==> src/rtl/multi_signal_generator.sv <==
// Multi-channel Wishbone signal generator: per-channel prescaler and phase
// accumulator producing square, sawtooth, triangle or PWM samples.
module multi_signal_generator #(
    parameter int NUM_CH  = 4,
    parameter int DATA_W  = 8,
    parameter int PRESC_W = 16
) (
    input  logic                     wb_clk_i,
    input  logic                     wb_rst_ni,
    input  logic                     wbs_cyc_i,
    input  logic                     wbs_stb_i,
    input  logic                     wbs_we_i,
    input  logic [3:0]               wbs_sel_i,
    input  logic [31:0]              wbs_adr_i,
    input  logic [31:0]              wbs_dat_i,
    output logic [31:0]              wbs_dat_o,
    output logic                     wbs_ack_o,
    output logic [NUM_CH*DATA_W-1:0] sample_o,
    output logic [NUM_CH-1:0]        wave_o,
    output logic                     irq_o
);

    typedef enum logic [1:0] {
        MODE_SQUARE = 2'd0,
        MODE_SAW    = 2'd1,
        MODE_TRI    = 2'd2,
        MODE_PWM    = 2'd3
    } mode_t;

    localparam logic [DATA_W-1:0] PH_MAX   = {DATA_W{1'b1}};
    localparam logic [DATA_W-1:0] PH_ONE   = DATA_W'(1);
    localparam logic [31:0]       ID_VALUE = {8'h5A, 8'(NUM_CH), 8'(DATA_W), 8'h01};

    logic [NUM_CH-1:0]  en_q, irq_en_q, dir_q, wrap_q;
    logic [NUM_CH-1:0]  dir_nx, wrap_set, ch_wr;
    mode_t              mode_q   [NUM_CH];
    logic [PRESC_W-1:0] div_q    [NUM_CH];
    logic [PRESC_W-1:0] presc_q  [NUM_CH];
    logic [PRESC_W-1:0] presc_nx [NUM_CH];
    logic [DATA_W-1:0]  duty_q   [NUM_CH];
    logic [DATA_W-1:0]  phase_q  [NUM_CH];
    logic [DATA_W-1:0]  phase_nx [NUM_CH];

    logic        wb_req, wb_wr, ch_space, sync_wr;
    logic [2:0]  ch_sel;
    logic [1:0]  reg_sel;
    logic [31:0] rdata;
    logic        unused_bits;

    assign wb_req      = wbs_cyc_i & wbs_stb_i & ~wbs_ack_o;
    assign wb_wr       = wb_req & wbs_we_i;
    assign ch_space    = ~wbs_adr_i[7];
    assign ch_sel      = wbs_adr_i[6:4];
    assign reg_sel     = wbs_adr_i[3:2];
    assign sync_wr     = wb_wr & wbs_adr_i[7] & (wbs_adr_i[6:2] == 5'd0);
    assign unused_bits = ^{wbs_adr_i[31:8], wbs_adr_i[1:0]};

    function automatic logic [31:0] byte_merge(input logic [31:0] old_val,
                                               input logic [31:0] new_val,
                                               input logic [3:0]  sel);
        logic [31:0] res;
        for (int b = 0; b < 4; b++)
            res[b*8 +: 8] = sel[b] ? new_val[b*8 +: 8] : old_val[b*8 +: 8];
        return res;
    endfunction

    always_comb begin
        rdata = '0;
        ch_wr = '0;
        for (int c = 0; c < NUM_CH; c++) begin
            ch_wr[c] = wb_wr & ch_space & (ch_sel == 3'(c));
            if (ch_space && ch_sel == 3'(c)) begin
                case (reg_sel)
                    2'd0: rdata = {28'd0, irq_en_q[c], mode_q[c], en_q[c]};
                    2'd1: rdata = 32'(div_q[c]);
                    2'd2: rdata = 32'(duty_q[c]);
                    default: begin
                        rdata     = 32'(phase_q[c]);
                        rdata[16] = wrap_q[c];
                    end
                endcase
            end
        end
        if (!ch_space && wbs_adr_i[6:2] == 5'd1)
            rdata = ID_VALUE;
    end

    always_ff @(posedge wb_clk_i) begin
        if (!wb_rst_ni) begin
            wbs_ack_o <= 1'b0;
            wbs_dat_o <= '0;
        end else begin
            wbs_ack_o <= wb_req;
            wbs_dat_o <= (wb_req && !wbs_we_i) ? rdata : '0;
        end
    end

    // Triangle reverses at the top without repeating it; the return to zero is its wrap.
    always_comb begin
        for (int c = 0; c < NUM_CH; c++) begin
            presc_nx[c] = presc_q[c] + PRESC_W'(1);
            phase_nx[c] = phase_q[c];
            dir_nx[c]   = dir_q[c];
            wrap_set[c] = 1'b0;
            if (!en_q[c] || (sync_wr && wbs_dat_i[c])) begin
                presc_nx[c] = '0;
                phase_nx[c] = '0;
                dir_nx[c]   = 1'b0;
            end else if (presc_q[c] >= div_q[c]) begin
                presc_nx[c] = '0;
                if (mode_q[c] == MODE_TRI) begin
                    if (!dir_q[c]) begin
                        if (phase_q[c] == PH_MAX) begin
                            phase_nx[c] = PH_MAX - PH_ONE;
                            dir_nx[c]   = 1'b1;
                        end else begin
                            phase_nx[c] = phase_q[c] + PH_ONE;
                        end
                    end else begin
                        phase_nx[c] = phase_q[c] - PH_ONE;
                        if (phase_q[c] == PH_ONE) begin
                            dir_nx[c]   = 1'b0;
                            wrap_set[c] = 1'b1;
                        end
                    end
                end else begin
                    phase_nx[c] = phase_q[c] + PH_ONE;
                    dir_nx[c]   = 1'b0;
                    wrap_set[c] = (phase_q[c] == PH_MAX);
                end
            end
        end
    end

    always_ff @(posedge wb_clk_i) begin
        if (!wb_rst_ni) begin
            en_q     <= '0;
            irq_en_q <= '0;
            dir_q    <= '0;
            wrap_q   <= '0;
            sample_o <= '0;
            wave_o   <= '0;
            irq_o    <= 1'b0;
            for (int c = 0; c < NUM_CH; c++) begin
                mode_q[c]  <= MODE_SQUARE;
                div_q[c]   <= '0;
                duty_q[c]  <= '0;
                presc_q[c] <= '0;
                phase_q[c] <= '0;
            end
        end else begin
            for (int c = 0; c < NUM_CH; c++) begin
                presc_q[c] <= presc_nx[c];
                phase_q[c] <= phase_nx[c];
                dir_q[c]   <= dir_nx[c];
                wrap_q[c]  <= wrap_set[c] |
                              (wrap_q[c] & ~(ch_wr[c] && reg_sel == 2'd3 && wbs_dat_i[16]));
                if (ch_wr[c] && reg_sel == 2'd0 && wbs_sel_i[0]) begin
                    en_q[c]     <= wbs_dat_i[0];
                    mode_q[c]   <= mode_t'(wbs_dat_i[2:1]);
                    irq_en_q[c] <= wbs_dat_i[3];
                end
                if (ch_wr[c] && reg_sel == 2'd1)
                    div_q[c] <= PRESC_W'(byte_merge(32'(div_q[c]), wbs_dat_i, wbs_sel_i));
                if (ch_wr[c] && reg_sel == 2'd2)
                    duty_q[c] <= DATA_W'(byte_merge(32'(duty_q[c]), wbs_dat_i, wbs_sel_i));

                if (!en_q[c]) begin
                    sample_o[c*DATA_W +: DATA_W] <= '0;
                    wave_o[c]                    <= 1'b0;
                end else begin
                    case (mode_q[c])
                        MODE_SQUARE: begin
                            sample_o[c*DATA_W +: DATA_W] <= {DATA_W{phase_q[c][DATA_W-1]}};
                            wave_o[c]                    <= phase_q[c][DATA_W-1];
                        end
                        MODE_SAW, MODE_TRI: begin
                            sample_o[c*DATA_W +: DATA_W] <= phase_q[c];
                            wave_o[c]                    <= phase_q[c][DATA_W-1];
                        end
                        default: begin
                            sample_o[c*DATA_W +: DATA_W] <= {DATA_W{phase_q[c] < duty_q[c]}};
                            wave_o[c]                    <= (phase_q[c] < duty_q[c]);
                        end
                    endcase
                end
            end
            irq_o <= |(wrap_q & irq_en_q);
        end
    end

endmodule

==> config.mk <==
export PLATFORM = sky130hd
export DESIGN_NAME = multi_signal_generator
export DESIGN_NICKNAME = d
export VERILOG_FILES = /design/src/rtl/multi_signal_generator.sv
export SDC_FILE = /design/constraint.sdc
export NUM_CORES = 1
export LEC_CHECK = 0
export BUFFER_PORTS_ARGS = -buffer_cell sky130_fd_sc_hd__buf_2
export CAP_MARGIN = 5
export CORE_ASPECT_RATIO = 0.5
export CORE_MARGIN = 2
export CORE_UTILIZATION = 53
export CTS_CLUSTER_DIAMETER = 200
export DETAILED_ROUTE_END_ITERATION = 8
export GPL_TIMING_DRIVEN = 0
export MAX_ROUTING_LAYER = met4
export PLACE_DENSITY_LB_ADDON = 0.1
export SYNTH_ARGS = -nofsm -noshare
export SYNTH_HDL_FRONTEND = slang
export SYNTH_SLANG_ARGS = --single-unit
==> constraint.sdc <==
create_clock -name wb_clk_i -period 3.12 [get_ports wb_clk_i]
set_input_delay 0.624 -clock wb_clk_i [delete_from_list [all_inputs] [get_ports wb_clk_i]]
set_output_delay 0.624 -clock wb_clk_i [all_outputs]
set_load 0.02 [all_outputs]
==> flow_summary.ini <==
[outcome]
outcome = finished, final reports clean

[floorplan]
die_y_um = 124
core_sq_um = 28100
die_x_um = 245
die_area_sq_um = 30400
row_count = 43
io_pins = 143
initial_core_util_pct = 54.7

[setup_path]
r2r-end = phase_q[0][19]
crit_path_start_kind = flop
endpoint_kind = flop
r2r_slack_ns = 0.12
endpoint = phase_q[0][19]
regToRegStartpoint = div_q[2][9]
arrival_ns = 3.43
required_ns = 3.55
critical_path_class = reg2reg
crit_fanout = 8
timing.critical_path.from = div_q[2][9]
reg2regPathDepth = 7

[sta]
fin_crit_ns = 3.00
worstMarginPinSlew_ns = 0.934
maxSlewViolCount = 0
hold_violations = 0
timing.setup.tns_ns = 0
hold_ws_ns = 0.405
rsz0062_at_grt = false
max_freq_mhz = 333
relSlewSlack_pct = 36.1
finalCritPeriodShare_pct = 96.2
setup_violations = 0
fin_worst_skew_ns = 0.0133

[yosys]
synthCells = 1699
ys_seq_area_share_pct = 42.2
ys_ff_latch = 272
ys.warnings.count = 0
synth_edf_count = 104
yosys.area.top_type = dfxtp_1
synth-async-reset-ratio_pct = 0
yosys.cell_types.count = 67
synth_area_sq_um = 15400
syn_area_per_cell_sq_um = 9.04
synth_ff_type = dfxtp_1
synth_top_area_share_pct = 21.9
synth_area_leaders = dfxtp_1, edfxtp_1, ha_1

[clocking]
clock-sinks = 272
cts_resized = 0
cts.hold.buffers_added = 0
tritoncts = yes
cts_root_buf = clkbuf_16
clk-insertion-delay-late_ns = 0.55
htree_levels = 1
path_clk_slew_ns = 0.07
post_cts_buffers = 0
numCtsBuffers = 25
clockBufferDepth = 3

[pwr]
total_power_mw = 7.44
powerDensity_nw_per_um2 = 433
peakVddDrop_mv = 0.334
p_leak_nw = 6.96

[job]
max_cap_violations = 0

[detailed_routing]
drc = 0
routedWlPerCell_um = 19.8
antenna_left = 0
first_pass_iters = 7
drt_iter0_markers = 1353
routed_via_density = 5.88
routed_wl_mm = 44.1
via_count = 13076

[final_layout]
regArea_sq_um = 6490
drive_above_1_share_pct = 9.89
fin_nets = 2015
multi_input_area_sq_um = 7940
fillCellCount = 2448
area_growth_pct = 11.8

[global_routing]
grt_overflow = 0
grt_usage_pct = 29.3
grt_max_degree = 17
grt_pass1_wl_mm = 68.3
antenna_found_initial = 2
grt_pass1_vias = 12200

[placed_design]
place_hpwl_mm = 33.9
port-buffer-count = 87
gp_congestion = 0.948

[min_path]
hold_path_class = in2reg
worst min path at each step:
stage                        from  cells after the start             to
finish              wbs_dat_i[11]                      2   div_q[2][11]
global route         wbs_dat_i[8]                      2    div_q[3][8]
CTS                 wbs_dat_i[11]                      2   div_q[3][11]
detailed placement  presc_q[2][0]                      1  presc_q[2][0]
global placement    presc_q[2][0]                      1  presc_q[2][0]
floorplan           presc_q[0][0]                      1  presc_q[0][0]
critical path, cell delays in order (launching register included):
cell	delay, ns
edfxtp_1	0.44
inv_1	0.09
ha_1	0.24
a211oi_1	0.23
nor3_1	0.07
a2111oi_0	0.72
o211ai_1	0.58
a311oi_1	0.51
cells in the final DEF, fill, tap and decap left out, types with 24 or more instances in the layout:
master | Yosys | final
clkbuf_16 | 0 | 25
xor2_1 | 38 | 38
inv_1 | 129 | 129
and2_1 | 99 | 99
and3_1 | 28 | 28
a211oi_1 | 24 | 24
edfxtp_1 | 104 | 104
o21ai_0 | 56 | 56
ha_1 | 120 | 120
buf_2 | 8 | 95
a21oi_1 | 124 | 124
xnor2_1 | 26 | 26
nand2_1 | 155 | 155
nor3_1 | 37 | 37
a22oi_1 | 26 | 26
clkbuf_1 | 61 | 66
nand4_1 | 27 | 27
dfxtp_1 | 168 | 168
nand3_1 | 62 | 62
nor2_1 | 154 | 154
area by class of cell:
class / instances / share of cell area, %
Tap cell: 382 / 2.78
Multi-Input combinational cell: 1209 / 46.2
Clock buffer: 38 / 4.36
Sequential cell: 272 / 37.8
Buffer: 98 / 2.86
Timing Repair Buffer: 87 / 2.53
Clock inverter: 7 / 0.670
Antenna cell: 1 / 0.0146
Inverter: 129 / 2.82
registers in the layout (all words and copies together), names as in the netlist, 4 cells and up:
name       cells
wbs_dat_o     18
phase_q       32
wrap_q         4
wave_o         4
mode_q         8
div_q         64
en_q           4
sample_o      32
dir_q          4
presc_q       64
duty_q        32
irq_en_q       4
kinds of logic (layout without fill, tap and decap cells):
logic type | count (synthesis) | in the layout | synth area share, %
other | 1 | 11 | 0.0244
multiplexers | 31 | 31 | 3.08
XOR/XNOR | 64 | 64 | 3.65
buffers and inverters | 227 | 359 | 6.34
adder cells (fa/ha/maj) | 120 | 120 | 9.77
AO/OA/AOI/OAI | 359 | 359 | 14.9
AND/OR/NAND/NOR | 625 | 625 | 20.1
flip-flops | 272 | 272 | 42.2
where the power goes:
group | total (mW) | internal, mW | leakage, nW | switching [mW]
clock network | 3.27 | 1.90 | 0.428 | 1.37
registers | 3.78 | 3.73 | 2.40 | 0.0522
logic | 0.383 | 0.125 | 4.13 | 0.258
per-layer routing:
layer	track usage (%)	wire length [um]	vias up
met2	42.2	18700	540
met3	5.58	4120	70
li1	-	-	6216
met5	-	0	-
met4	6.81	939	0
met1	42.6	20300	6250
synth_stat cells (26+ instances only):
| master | count |
|---|---|
| edfxtp_1 | 104 |
| clkbuf_1 | 61 |
| a22oi_1 | 26 |
| o21ai_0 | 56 |
| xnor2_1 | 26 |
| ha_1 | 120 |
| inv_1 | 129 |
| and2_1 | 99 |
| nor2_1 | 154 |
| nand3_1 | 62 |
| and3_1 | 28 |
| nand4_1 | 27 |
| xor2_1 | 38 |
| dfxtp_1 | 168 |
| a21oi_1 | 124 |
| nand2_1 | 155 |
| nor3_1 | 37 |
through the flow:
stage | utilization, % | worst slack (ns) | instances | cell area (sq um)
global route | 61.2 | 0.0208 | 2223 | 17200
CTS | 61.2 | 0.147 | 2222 | 17200
global placement | 58.1 | -0.152 | 2177 | 16300
floorplan | - | 0.670 | 1708 | 15400
finish | 61.2 | 0.120 | 2223 | 17200
detailed placement | 58.1 | -0.187 | 2177 | 16300
(Power assumes the default switching activity.)
